$ cat src/rtl/axi_wr_arb_if.sv
// axi_wr_arb_if: one AXI-style write port (command, data beat, response) carrying the
// extra stride code and output-RAM tag used by the LSU write path.
//
// Modports:
//   master - issues commands and beats, receives responses (drives *vld, brdy)
//   slave  - accepts commands and beats, returns responses (drives awrdy, wrdy, b*)
//
// Signals:
//   awvld/awrdy, awaddr[9:0], awlen[7:0] (beats-1), awsize[2:0], awburst[1:0],
//   awstr[2:0], oram_addr[11:0]                         command channel
//   wvld/wrdy, wdata[63:0], wstrb[7:0], wlast           data channel
//   bvld/brdy, bresp[1:0], resp_oram_addr[11:0]         response channel
interface axi_wr_arb_if;
    logic        awvld;
    logic        awrdy;
    logic [9:0]  awaddr;
    logic [7:0]  awlen;
    logic [2:0]  awsize;
    logic [1:0]  awburst;
    logic [2:0]  awstr;
    logic [11:0] oram_addr;

    logic        wvld;
    logic        wrdy;
    logic [63:0] wdata;
    logic [7:0]  wstrb;
    logic        wlast;

    logic        bvld;
    logic        brdy;
    logic [1:0]  bresp;
    logic [11:0] resp_oram_addr;

    modport master (
        output awvld, awaddr, awlen, awsize, awburst, awstr, oram_addr,
        input  awrdy,
        output wvld, wdata, wstrb, wlast,
        input  wrdy,
        input  bvld, bresp, resp_oram_addr,
        output brdy
    );

    modport slave (
        input  awvld, awaddr, awlen, awsize, awburst, awstr, oram_addr,
        output awrdy,
        input  wvld, wdata, wstrb, wlast,
        output wrdy,
        output bvld, bresp, resp_oram_addr,
        input  brdy
    );
endinterface

$ cat src/rtl/axi_wr_arb.sv
// axi_wr_arb: two-requester round-robin arbiter in front of a single write interface.
// One requester owns the downstream path for a whole transaction (command, every data
// beat, response); the response is routed back only to the owner.
//
// Ports:
//   clk, rst_n  clock (rising edge) and asynchronous active-low reset
//   req0, req1  requester ports (slave side of axi_wr_arb_if)
//   m           downstream write interface (master side of axi_wr_arb_if)
//   err_beat    sticky flag: a requester's wlast disagreed with the beat count
//
// Optional feature: define WR_ARB_BEAT_CHK_EN to generate m.wlast from the latched
// awlen and to flag wlast mismatches on err_beat. Undefined, m.wlast follows the
// owner's wlast and err_beat is tied low. DATA always ends on the beat count.
module axi_wr_arb (
    input  logic         clk,
    input  logic         rst_n,
    axi_wr_arb_if.slave  req0,
    axi_wr_arb_if.slave  req1,
    axi_wr_arb_if.master m,
    output logic         err_beat
);
    typedef enum logic [1:0] {StIdle, StCmd, StData, StResp} state_e;

    state_e     state_q;
    logic       owner_q;
    logic       rr_ptr_q;
    logic [7:0] beat_cnt_q;

    logic in_idle, in_data, in_resp;
    assign in_idle = (state_q == StIdle);
    assign in_data = (state_q == StData);
    assign in_resp = (state_q == StResp);

    // rr_ptr only breaks ties; a lone requester always wins.
    logic gnt0, gnt1;
    assign gnt0 = in_idle & req0.awvld & (~rr_ptr_q | ~req1.awvld);
    assign gnt1 = in_idle & req1.awvld & ( rr_ptr_q | ~req0.awvld);
    assign req0.awrdy = gnt0;
    assign req1.awrdy = gnt1;

    // Owner-selected requester signals
    logic        own_wvld, own_wlast, own_brdy;
    logic [63:0] own_wdata;
    logic [7:0]  own_wstrb;
    assign own_wvld  = owner_q ? req1.wvld  : req0.wvld;
    assign own_wlast = owner_q ? req1.wlast : req0.wlast;
    assign own_wdata = owner_q ? req1.wdata : req0.wdata;
    assign own_wstrb = owner_q ? req1.wstrb : req0.wstrb;
    assign own_brdy  = owner_q ? req1.brdy  : req0.brdy;

    logic beat_acc, last_beat, resp_done;
    assign beat_acc  = in_data & own_wvld & m.wrdy;
    assign last_beat = (beat_cnt_q == m.awlen);
    assign resp_done = in_resp & m.bvld & own_brdy;

    // Data path: zero-latency passthrough, gated to the owner while in DATA
    assign m.wvld    = in_data & own_wvld;
    assign m.wdata   = in_data ? own_wdata : '0;
    assign m.wstrb   = in_data ? own_wstrb : '0;
`ifdef WR_ARB_BEAT_CHK_EN
    assign m.wlast   = in_data & last_beat;
`else
    assign m.wlast   = in_data & own_wlast;
`endif
    assign req0.wrdy = in_data & ~owner_q & m.wrdy;
    assign req1.wrdy = in_data &  owner_q & m.wrdy;

    // Response path: zero-latency passthrough, gated to the owner while in RESP
    assign m.brdy               = in_resp & own_brdy;
    assign req0.bvld            = in_resp & ~owner_q & m.bvld;
    assign req1.bvld            = in_resp &  owner_q & m.bvld;
    assign req0.bresp           = (in_resp & ~owner_q) ? m.bresp : '0;
    assign req1.bresp           = (in_resp &  owner_q) ? m.bresp : '0;
    assign req0.resp_oram_addr  = (in_resp & ~owner_q) ? m.resp_oram_addr : '0;
    assign req1.resp_oram_addr  = (in_resp &  owner_q) ? m.resp_oram_addr : '0;

    // m.aw* are the latched command registers; m.awlen doubles as the beat-count target.
    always_ff @(posedge clk or negedge rst_n) begin
        if (!rst_n) begin
            state_q     <= StIdle;
            owner_q     <= 1'b0;
            rr_ptr_q    <= 1'b0;
            beat_cnt_q  <= '0;
            m.awvld     <= 1'b0;
            m.awaddr    <= '0;
            m.awlen     <= '0;
            m.awsize    <= '0;
            m.awburst   <= '0;
            m.awstr     <= '0;
            m.oram_addr <= '0;
        end else begin
            case (state_q)
                StIdle: begin
                    if (gnt0 | gnt1) begin
                        owner_q     <= gnt1;
                        m.awvld     <= 1'b1;
                        m.awaddr    <= gnt1 ? req1.awaddr    : req0.awaddr;
                        m.awlen     <= gnt1 ? req1.awlen     : req0.awlen;
                        m.awsize    <= gnt1 ? req1.awsize    : req0.awsize;
                        m.awburst   <= gnt1 ? req1.awburst   : req0.awburst;
                        m.awstr     <= gnt1 ? req1.awstr     : req0.awstr;
                        m.oram_addr <= gnt1 ? req1.oram_addr : req0.oram_addr;
                        state_q     <= StCmd;
                    end
                end
                StCmd: begin
                    if (m.awrdy) begin
                        m.awvld    <= 1'b0;
                        beat_cnt_q <= '0;
                        state_q    <= StData;
                    end
                end
                StData: begin
                    if (beat_acc) begin
                        // Wraps to 0 on the final beat of a 256-beat burst, same edge as RESP.
                        beat_cnt_q <= beat_cnt_q + 8'd1;
                        if (last_beat) begin
                            state_q <= StResp;
                        end
                    end
                end
                StResp: begin
                    if (resp_done) begin
                        rr_ptr_q <= ~owner_q;
                        state_q  <= StIdle;
                    end
                end
                default: state_q <= StIdle;
            endcase
        end
    end

`ifdef WR_ARB_BEAT_CHK_EN
    logic err_beat_q;
    always_ff @(posedge clk or negedge rst_n) begin
        if (!rst_n) begin
            err_beat_q <= 1'b0;
        end else if (beat_acc && (own_wlast != last_beat)) begin
            err_beat_q <= 1'b1;
        end
    end
    assign err_beat = err_beat_q;
`else
    assign err_beat = 1'b0;
`endif
endmodule

$ cat src/flat_wrapper.sv
// flat-port wrapper written by rule: the top's interface ports become plain ports
module axi_wr_arb_flat 
  (clk, rst_n, err_beat, req0_awvld, req0_awaddr, req0_awlen, req0_awsize, req0_awburst, req0_awstr, req0_oram_addr, req0_awrdy, req0_wvld, req0_wdata, req0_wstrb, req0_wlast, req0_wrdy, req0_bvld, req0_bresp, req0_resp_oram_addr, req0_brdy, req1_awvld, req1_awaddr, req1_awlen, req1_awsize, req1_awburst, req1_awstr, req1_oram_addr, req1_awrdy, req1_wvld, req1_wdata, req1_wstrb, req1_wlast, req1_wrdy, req1_bvld, req1_bresp, req1_resp_oram_addr, req1_brdy, m_awvld, m_awaddr, m_awlen, m_awsize, m_awburst, m_awstr, m_oram_addr, m_awrdy, m_wvld, m_wdata, m_wstrb, m_wlast, m_wrdy, m_bvld, m_bresp, m_resp_oram_addr, m_brdy);
  axi_wr_arb_if req0_i ();
  axi_wr_arb_if req1_i ();
  axi_wr_arb_if m_i ();
  input  logic clk;
  input  logic rst_n;
  output logic err_beat;
  input wire logic [$bits(req0_i.awvld)-1:0] req0_awvld;
  input wire logic [$bits(req0_i.awaddr)-1:0] req0_awaddr;
  input wire logic [$bits(req0_i.awlen)-1:0] req0_awlen;
  input wire logic [$bits(req0_i.awsize)-1:0] req0_awsize;
  input wire logic [$bits(req0_i.awburst)-1:0] req0_awburst;
  input wire logic [$bits(req0_i.awstr)-1:0] req0_awstr;
  input wire logic [$bits(req0_i.oram_addr)-1:0] req0_oram_addr;
  output wire logic [$bits(req0_i.awrdy)-1:0] req0_awrdy;
  input wire logic [$bits(req0_i.wvld)-1:0] req0_wvld;
  input wire logic [$bits(req0_i.wdata)-1:0] req0_wdata;
  input wire logic [$bits(req0_i.wstrb)-1:0] req0_wstrb;
  input wire logic [$bits(req0_i.wlast)-1:0] req0_wlast;
  output wire logic [$bits(req0_i.wrdy)-1:0] req0_wrdy;
  output wire logic [$bits(req0_i.bvld)-1:0] req0_bvld;
  output wire logic [$bits(req0_i.bresp)-1:0] req0_bresp;
  output wire logic [$bits(req0_i.resp_oram_addr)-1:0] req0_resp_oram_addr;
  input wire logic [$bits(req0_i.brdy)-1:0] req0_brdy;
  input wire logic [$bits(req1_i.awvld)-1:0] req1_awvld;
  input wire logic [$bits(req1_i.awaddr)-1:0] req1_awaddr;
  input wire logic [$bits(req1_i.awlen)-1:0] req1_awlen;
  input wire logic [$bits(req1_i.awsize)-1:0] req1_awsize;
  input wire logic [$bits(req1_i.awburst)-1:0] req1_awburst;
  input wire logic [$bits(req1_i.awstr)-1:0] req1_awstr;
  input wire logic [$bits(req1_i.oram_addr)-1:0] req1_oram_addr;
  output wire logic [$bits(req1_i.awrdy)-1:0] req1_awrdy;
  input wire logic [$bits(req1_i.wvld)-1:0] req1_wvld;
  input wire logic [$bits(req1_i.wdata)-1:0] req1_wdata;
  input wire logic [$bits(req1_i.wstrb)-1:0] req1_wstrb;
  input wire logic [$bits(req1_i.wlast)-1:0] req1_wlast;
  output wire logic [$bits(req1_i.wrdy)-1:0] req1_wrdy;
  output wire logic [$bits(req1_i.bvld)-1:0] req1_bvld;
  output wire logic [$bits(req1_i.bresp)-1:0] req1_bresp;
  output wire logic [$bits(req1_i.resp_oram_addr)-1:0] req1_resp_oram_addr;
  input wire logic [$bits(req1_i.brdy)-1:0] req1_brdy;
  output wire logic [$bits(m_i.awvld)-1:0] m_awvld;
  output wire logic [$bits(m_i.awaddr)-1:0] m_awaddr;
  output wire logic [$bits(m_i.awlen)-1:0] m_awlen;
  output wire logic [$bits(m_i.awsize)-1:0] m_awsize;
  output wire logic [$bits(m_i.awburst)-1:0] m_awburst;
  output wire logic [$bits(m_i.awstr)-1:0] m_awstr;
  output wire logic [$bits(m_i.oram_addr)-1:0] m_oram_addr;
  input wire logic [$bits(m_i.awrdy)-1:0] m_awrdy;
  output wire logic [$bits(m_i.wvld)-1:0] m_wvld;
  output wire logic [$bits(m_i.wdata)-1:0] m_wdata;
  output wire logic [$bits(m_i.wstrb)-1:0] m_wstrb;
  output wire logic [$bits(m_i.wlast)-1:0] m_wlast;
  input wire logic [$bits(m_i.wrdy)-1:0] m_wrdy;
  input wire logic [$bits(m_i.bvld)-1:0] m_bvld;
  input wire logic [$bits(m_i.bresp)-1:0] m_bresp;
  input wire logic [$bits(m_i.resp_oram_addr)-1:0] m_resp_oram_addr;
  output wire logic [$bits(m_i.brdy)-1:0] m_brdy;
  assign req0_i.awvld = req0_awvld;
  assign req0_i.awaddr = req0_awaddr;
  assign req0_i.awlen = req0_awlen;
  assign req0_i.awsize = req0_awsize;
  assign req0_i.awburst = req0_awburst;
  assign req0_i.awstr = req0_awstr;
  assign req0_i.oram_addr = req0_oram_addr;
  assign req0_awrdy = req0_i.awrdy;
  assign req0_i.wvld = req0_wvld;
  assign req0_i.wdata = req0_wdata;
  assign req0_i.wstrb = req0_wstrb;
  assign req0_i.wlast = req0_wlast;
  assign req0_wrdy = req0_i.wrdy;
  assign req0_bvld = req0_i.bvld;
  assign req0_bresp = req0_i.bresp;
  assign req0_resp_oram_addr = req0_i.resp_oram_addr;
  assign req0_i.brdy = req0_brdy;
  assign req1_i.awvld = req1_awvld;
  assign req1_i.awaddr = req1_awaddr;
  assign req1_i.awlen = req1_awlen;
  assign req1_i.awsize = req1_awsize;
  assign req1_i.awburst = req1_awburst;
  assign req1_i.awstr = req1_awstr;
  assign req1_i.oram_addr = req1_oram_addr;
  assign req1_awrdy = req1_i.awrdy;
  assign req1_i.wvld = req1_wvld;
  assign req1_i.wdata = req1_wdata;
  assign req1_i.wstrb = req1_wstrb;
  assign req1_i.wlast = req1_wlast;
  assign req1_wrdy = req1_i.wrdy;
  assign req1_bvld = req1_i.bvld;
  assign req1_bresp = req1_i.bresp;
  assign req1_resp_oram_addr = req1_i.resp_oram_addr;
  assign req1_i.brdy = req1_brdy;
  assign m_awvld = m_i.awvld;
  assign m_awaddr = m_i.awaddr;
  assign m_awlen = m_i.awlen;
  assign m_awsize = m_i.awsize;
  assign m_awburst = m_i.awburst;
  assign m_awstr = m_i.awstr;
  assign m_oram_addr = m_i.oram_addr;
  assign m_i.awrdy = m_awrdy;
  assign m_wvld = m_i.wvld;
  assign m_wdata = m_i.wdata;
  assign m_wstrb = m_i.wstrb;
  assign m_wlast = m_i.wlast;
  assign m_i.wrdy = m_wrdy;
  assign m_i.bvld = m_bvld;
  assign m_i.bresp = m_bresp;
  assign m_i.resp_oram_addr = m_resp_oram_addr;
  assign m_brdy = m_i.brdy;
  axi_wr_arb u_core (.clk(clk), .rst_n(rst_n), .req0(req0_i), .req1(req1_i), .m(m_i), .err_beat(err_beat));
endmodule
$ cat config.mk
export PLATFORM = sky130hd
export DESIGN_NAME = axi_wr_arb_flat
export DESIGN_NICKNAME = d
export VERILOG_FILES = /design/src/rtl/axi_wr_arb_if.sv /design/src/rtl/axi_wr_arb.sv /design/src/flat_wrapper.sv
export SDC_FILE = /design/constraint.sdc
export NUM_CORES = 1
export LEC_CHECK = 0
export BUFFER_PORTS_ARGS = -buffer_cell sky130_fd_sc_hd__buf_2
export CORE_AREA = 3 3 154 156
export DETAILED_ROUTE_END_ITERATION = 10
export DIE_AREA = 0 0 157 159
export PLACE_DENSITY = 0.48
export SLEW_MARGIN = 20
export SYNTH_ARGS = -nofsm -noshare
export SYNTH_HDL_FRONTEND = slang
export SYNTH_SLANG_ARGS = --single-unit
$ cat constraint.sdc
create_clock -name clk -period 2.5 [get_ports clk]
set_clock_uncertainty 0.2 [all_clocks]
set_input_delay 0.125 -clock clk [delete_from_list [all_inputs] [get_ports clk]]
set_output_delay 0.125 -clock clk [all_outputs]
set_load 0.005 [all_outputs]
; Word-level counts from Yosys, hierarchy flattened
; Cells that the tools add are included.
[totals]
romBits = 0
input_bits = 247
output_inout_bits = 149
latchBits = 0
ff_bits = 51
ramBits = 0
word_cells = 83
mem_count = 0
[classes]
reduce_logical = 8
n_bitwise = 25
mul = 0
div = 0
n_addsub = 1
n_mux = 29
shifts = 0
eq_ne = 9
magnitude_cmp = 0
[op_table]
columns = op, count
row1 = 2-to-1 mux 64 bit, 2
row2 = 2-to-1 mux 8 bit, 5
row3 = 2-to-1 mux 12 bit, 3
row4 = bitwise AND 1 bit, 18
row5 = 2-to-1 mux 2 bit, 8
row6 = case mux 8 bit (2 select lines), 1
row7 = 2-to-1 mux 10 bit, 1
row8 = "inequality test 2 bit, second input constant", 5
row9 = "adder 8 x 1 -> 8 bit, second input constant", 1
row10 = equality test 8 bit, 1
row11 = case mux 2 bit (4 select lines), 1
row12 = 2-to-1 mux 3 bit, 2
row13 = AND reduction 3 bit, 2
row14 = 2-to-1 mux 1 bit, 5
row15 = AND reduction 5 bit, 1
row16 = "equality test 2 bit, second input constant", 2
row17 = NOT 1 bit, 4
row18 = AND reduction 2 bit, 2
row19 = nonzero test 2 bit, 2
row20 = OR 1 bit, 3
row21 = "equality test 2 x 1 -> 1 bit, second input constant", 1
row22 = logical NOT 2 bit, 1
row23 = case mux 1 bit (2 select lines), 1

; Longest topological paths before layout
[depth]
word_depth = 6
depth_mapped = 8
depth_no_buf = 7

; Worst setup path before layout
; No wires, ideal clock.
[synth_path]
path_kind = flip-flop to flip-flop
startpoint = register u_core.state_q[1]
endpoint = register u_core.beat_cnt_q[6]
path_slack_ns = 0.698
path_stages_with_launch = 8
setup_time_ns = 0.127
t_arrival_ns = 1.476
path_buffers = 0
required_time_ns = 2.173
period_less_slack_ns = 1.802
cell_sequence = dfrtp_1 -> inv_1 -> ha_1 -> nor2b_1 -> o21bai_1 -> nor4b_2 -> xnor2_1 -> nor2_1
[synth_via]
elab_chain_cells = 5
elab_cells_between_ends = 9
classes_between = 4 x eq/ne / 1 x mux / 2 x bitwise / 2 x reduce/logical
[synth_rtl]
columns = item, line
row1 = "start, declared", axi_wr_arb.sv:24  ; state_e state_q;
row2 = "start signal, assigned", axi_wr_arb.sv:80  ; state_q <= StIdle;
row3 = "start signal, assigned", axi_wr_arb.sv:103  ; state_q <= StCmd;
row4 = "start signal, assigned", axi_wr_arb.sv:110  ; state_q <= StData;
row5 = equality test 2 bit, "axi_wr_arb.sv:31, axi_wr_arb.sv:92"
row6 = bitwise AND 1 bit (2 in a row), axi_wr_arb.sv:52  ; assign beat_acc = in_data & own_wvld & m.wrdy;
row7 = inequality test 2 bit (no line), n/a
row8 = AND reduction 3 bit (no line), n/a
row9 = "end signal, assigned", axi_wr_arb.sv:116  ; beat_cnt_q <= beat_cnt_q + 8'd1;
row10 = "end, declared", axi_wr_arb.sv:27  ; logic [7:0] beat_cnt_q;
; Several ways; a longest one is shown, not always the timed one.
; A chain may end at the register's enable or synchronous reset.

; Worst setup path in the final report
[layout_path]
startpoint = register u_core.state_q[0]
endpoint = register u_core.m.awlen[5]
[layout_via]
elab_chain_cells = 5
elab_cells_between_ends = 8
classes_between = 1 x mux / 5 x bitwise / 2 x reduce/logical
[layout_rtl]
columns = item, line
row1 = logical NOT 2 bit *, "axi_wr_arb.sv:30, axi_wr_arb.sv:92"
row2 = bitwise AND 1 bit (on tied branches) (2 in a row), "axi_wr_arb.sv:36, axi_wr_arb.sv:37"
row3 = OR 1 bit, axi_wr_arb.sv:94  ; if (gnt0 | gnt1) begin
row4 = AND reduction 2 bit (no line), n/a
row5 = "end, declared", axi_wr_arb_if.sv:35  ; output awvld, awaddr, awlen, awsize, awburst, awstr, oram_addr,
; Every way passes the cells marked *; elsewhere a longest branch is shown, timed or not.

==> run_results.csv <==
group,metric,value,unit
sta,layout_min_cycle_time,2.40,ns
sta,slew_headroom,41.2,%
clock_tree,cts_made_buffers,5,
clock_tree,cts.sinks,51,
clock_tree,cts_buffer_depth,2,
setup_path,crit_fanout,10,
global_routing,met1_usage,17.1,%
clock_tree,clk_pin_slew,0.08,ns
hold_path,hp-start,"req0_awvld",
synthesis,syn-num-nets,714,
sta,fmax,0.416,GHz
global_routing,grt_overflow_total,0,
placed_design,io_buffer_count,394,
synthesis,yosys-top-cells-area,"dfrtp_1 33%, mux2i_1 29%, nor2_1 8.0%, nand2_1 4.9%, o21ai_0 4.0%",
layout,fin_area,7210,µm²
setup_path,r2r_end,"u_core.m.awlen[5]",
synthesis,synth_seq_cells,51,
synthesis,synthMostInstantiatedCell,"mux2i_1",
global_routing,use_met2,25.8,%
floorplanning,start_util,17.3,%
global_routing,grt_pass1_vias,5059,
synthesis,yosysWarnings,0,
synthesis,synth_ff_type,"dfrtp_1",
floorplanning,die_area,25000,µm²
layout,fin_nets,1174,
synthesis,async_reset_ff_share,100,%
hold_path,worstHoldEndpoint,"u_core.m.awvld",
sta,max_slew.worst_pin.slew,0.883,ns
global_routing,grtUsageMet3,3.13,%
routing,drc,0,
setup_path,cp.required,2.49,ns
synthesis,synth_top_area_cell,"dfrtp_1",
sta,finalHoldViolations,0,
placed_design,post_dp_cell_area,6230,µm²
clock_tree,insertion_delay,0.30,ns
routing,viasPerCell,4.16,
synthesis,syn_avg_cell_area,8.43,µm²
synthesis,netlist_instances,462,
synthesis,netlist_area,3890,µm²
routing,wirelength,19400,µm
routing,first_iter_violations,300,
global_routing,grt_use_total,14.3,%
synthesis,synth_top_area_share,32.8,%
setup_path,rrSetupSlack,0.1,ns
clock_tree,h-tree-depth,2,
run,maxCapViolations,0,
hold_path,hold_path_depth,6,
placed_design,place.gp.congestion,0.865,
floorplanning,chipHeight,159,µm
synthesis,yosysSeqAreaShare,32.8,%
power,p_per_area,834,nW/µm²
setup_path,rr_worst_depth,7,
setup_path,endpoint_kind,"flip-flop",
routing,wl_per_cell,16.0,µm
clock_tree,cts_tree,"yes",
setup_path,worstPathArrival,2.39,ns
layout,synthToLayoutAreaGrowth,85.2,%
hold_path,min-delay-path-class,"in2reg",
global_routing,grt_max_degree,78,
routing,dr.pass1.iters,4,
floorplanning,die_w,157,µm
setup_path,crit_start,"u_core.state_q[0]",
clock_tree,root_buffer,"clkbuf_16",
global_routing,antenna_found_initial,2,
power,ir_drop,0.357,mV
global_routing,grt_busiest_layer,"met2",
setup_path,critical_path.startpoint_type,"flip-flop",
synthesis,synth_edf_count,0,
routing,postRouteAntennaNets,0,
sta,finalSetupViolCount,0,
synthesis,synth_common_cells,"111 x mux2i_1, 83 x nor2_1, 51 x dfrtp_1, 51 x nand2_1, 31 x o21ai_0",
routing,num_vias,5030,
floorplanning,core_area,22500,µm²
floorplanning,rows,55,
layout,fillers,2362,
sta,slew_viol_final,0,
sta,fin_crit_sh,96.1,%
power,cellLeakagePower,4.19,nW
setup_path,r2r_start,"u_core.state_q[0]",
placed_design,dp_hpwl,14500,µm
sta,holdWs,0.110,ns
synthesis,ys_types,35,
setup_path,worstSetupPathType,"reg2reg",
global_routing,grt_pass1_wl,28200,µm
floorplanning,boundaryPins,396,
run_status,outcome,"complete, no violations",
layout,drive_above_1_share,45.9,%
layout by cell type (no fill, tap or decap), types with 11 or more instances in the layout:
cell           count
o21ai_1           11
buf_2            394
dlygate4sd3_1     79
nand2_1           51
dfrtp_1           50
o21ai_0           31
mux2i_1          111
nor2_1            83
and3_1            18
and2_1            17
flip-flops by register name (all words and copies together), names as in the netlist:
name / cells
u_core.m.awstr: 3
u_core.owner_q: 1
u_core.m.awvld: 1
u_core.rr_ptr_q: 1
u_core.m.awlen: 8
u_core.m.oram_addr: 12
u_core.state_q: 2
u_core.m.awsize: 3
u_core.beat_cnt_q: 8
u_core.m.awburst: 2
u_core.m.awaddr: 10
metal layers:
layer / part of all wire [%] / vias up / routed length (µm)
met5: 0 / - / 0
li1: - / 2495 / -
met3: 7.7 / 23 / 1490
met4: 1.6 / 0 / 310
met1: 41 / 2282 / 7910
met2: 50 / 230 / 9680
through the flow:
step           util (%)  power (mW)  instances  TNS (ns)  setup WS [ns]
2_1_floorplan         -        3.50        462         0          0.698
3_3_place_gp       27.6        5.11       1117         0          0.376
3_5_place_dp       27.7        5.17       1118         0          0.354
4_1_cts            31.9        6.04       1205         0         0.0255
5_1_grt            32.1        6.52       1210  -0.00604       -0.00393
6_report           32.1        6.02       1210         0         0.0983
timing repair:
action / in CTS / in global routing
endpoints found under the hold margin: 75 / 0
hold buffers: 79 / 0
gates resized for setup: 0 / 3
setup buffers: 0 / 1
setup endpoints to repair: 0 / 15
how the worst max path moves through the flow:
stage,to,slack [ns],cells after the start
finish,u_core.m.awlen[5],0.1,7
CTS,u_core.m.awlen[1],0.03,7
detailed placement,u_core.state_q[1],0.35,5
global route,u_core.m.awlen[2],-0.004,7
floorplan,u_core.beat_cnt_q[6],0.70,7
global placement,u_core.state_q[1],0.38,5
worst max-delay path: stages, from the launching register on:
cell,delay (ns)
dfrtp_1,0.40
inv_1,0.08
ha_2,0.24
o211ai_1,0.23
clkbuf_16,0.28
mux2i_1,0.22
dlygate4sd3_1,0.58
o21ai_0,0.07
cells by family after synthesis:
group	after synthesis	synth area share, %
AND/OR/NAND/NOR	186	21.2
multiplexers	114	29.4
AO/OA/AOI/OAI	52	7.65
flip-flops	51	32.8
buffers and inverters	40	4.34
XOR/XNOR	13	2.92
adder cells (fa/ha/maj)	5	1.61
other	1	0.0963
power breakdown:
part | total (mW) | internal, mW | switching, mW
Combinational | 3.81 | 1.80 | 2.01
Sequential | 1.48 | 1.20 | 0.281
Clock | 0.728 | 0.378 | 0.350
cell type report:
cell class | instances | area [µm²] | area share [%]
Clock inverter | 3 | 23.8 | 0.330
Clock buffer | 5 | 125 | 1.73
Inverter | 6 | 22.5 | 0.312
Antenna cell | 2 | 5.00 | 0.0694
Timing Repair Buffer | 487 | 2940 | 40.7
Sequential cell | 51 | 1280 | 17.7
Tap cell | 285 | 357 | 4.94
Multi-Input combinational cell | 371 | 2460 | 34.1
No activity file was read; power rests on OpenSTA's default activity.
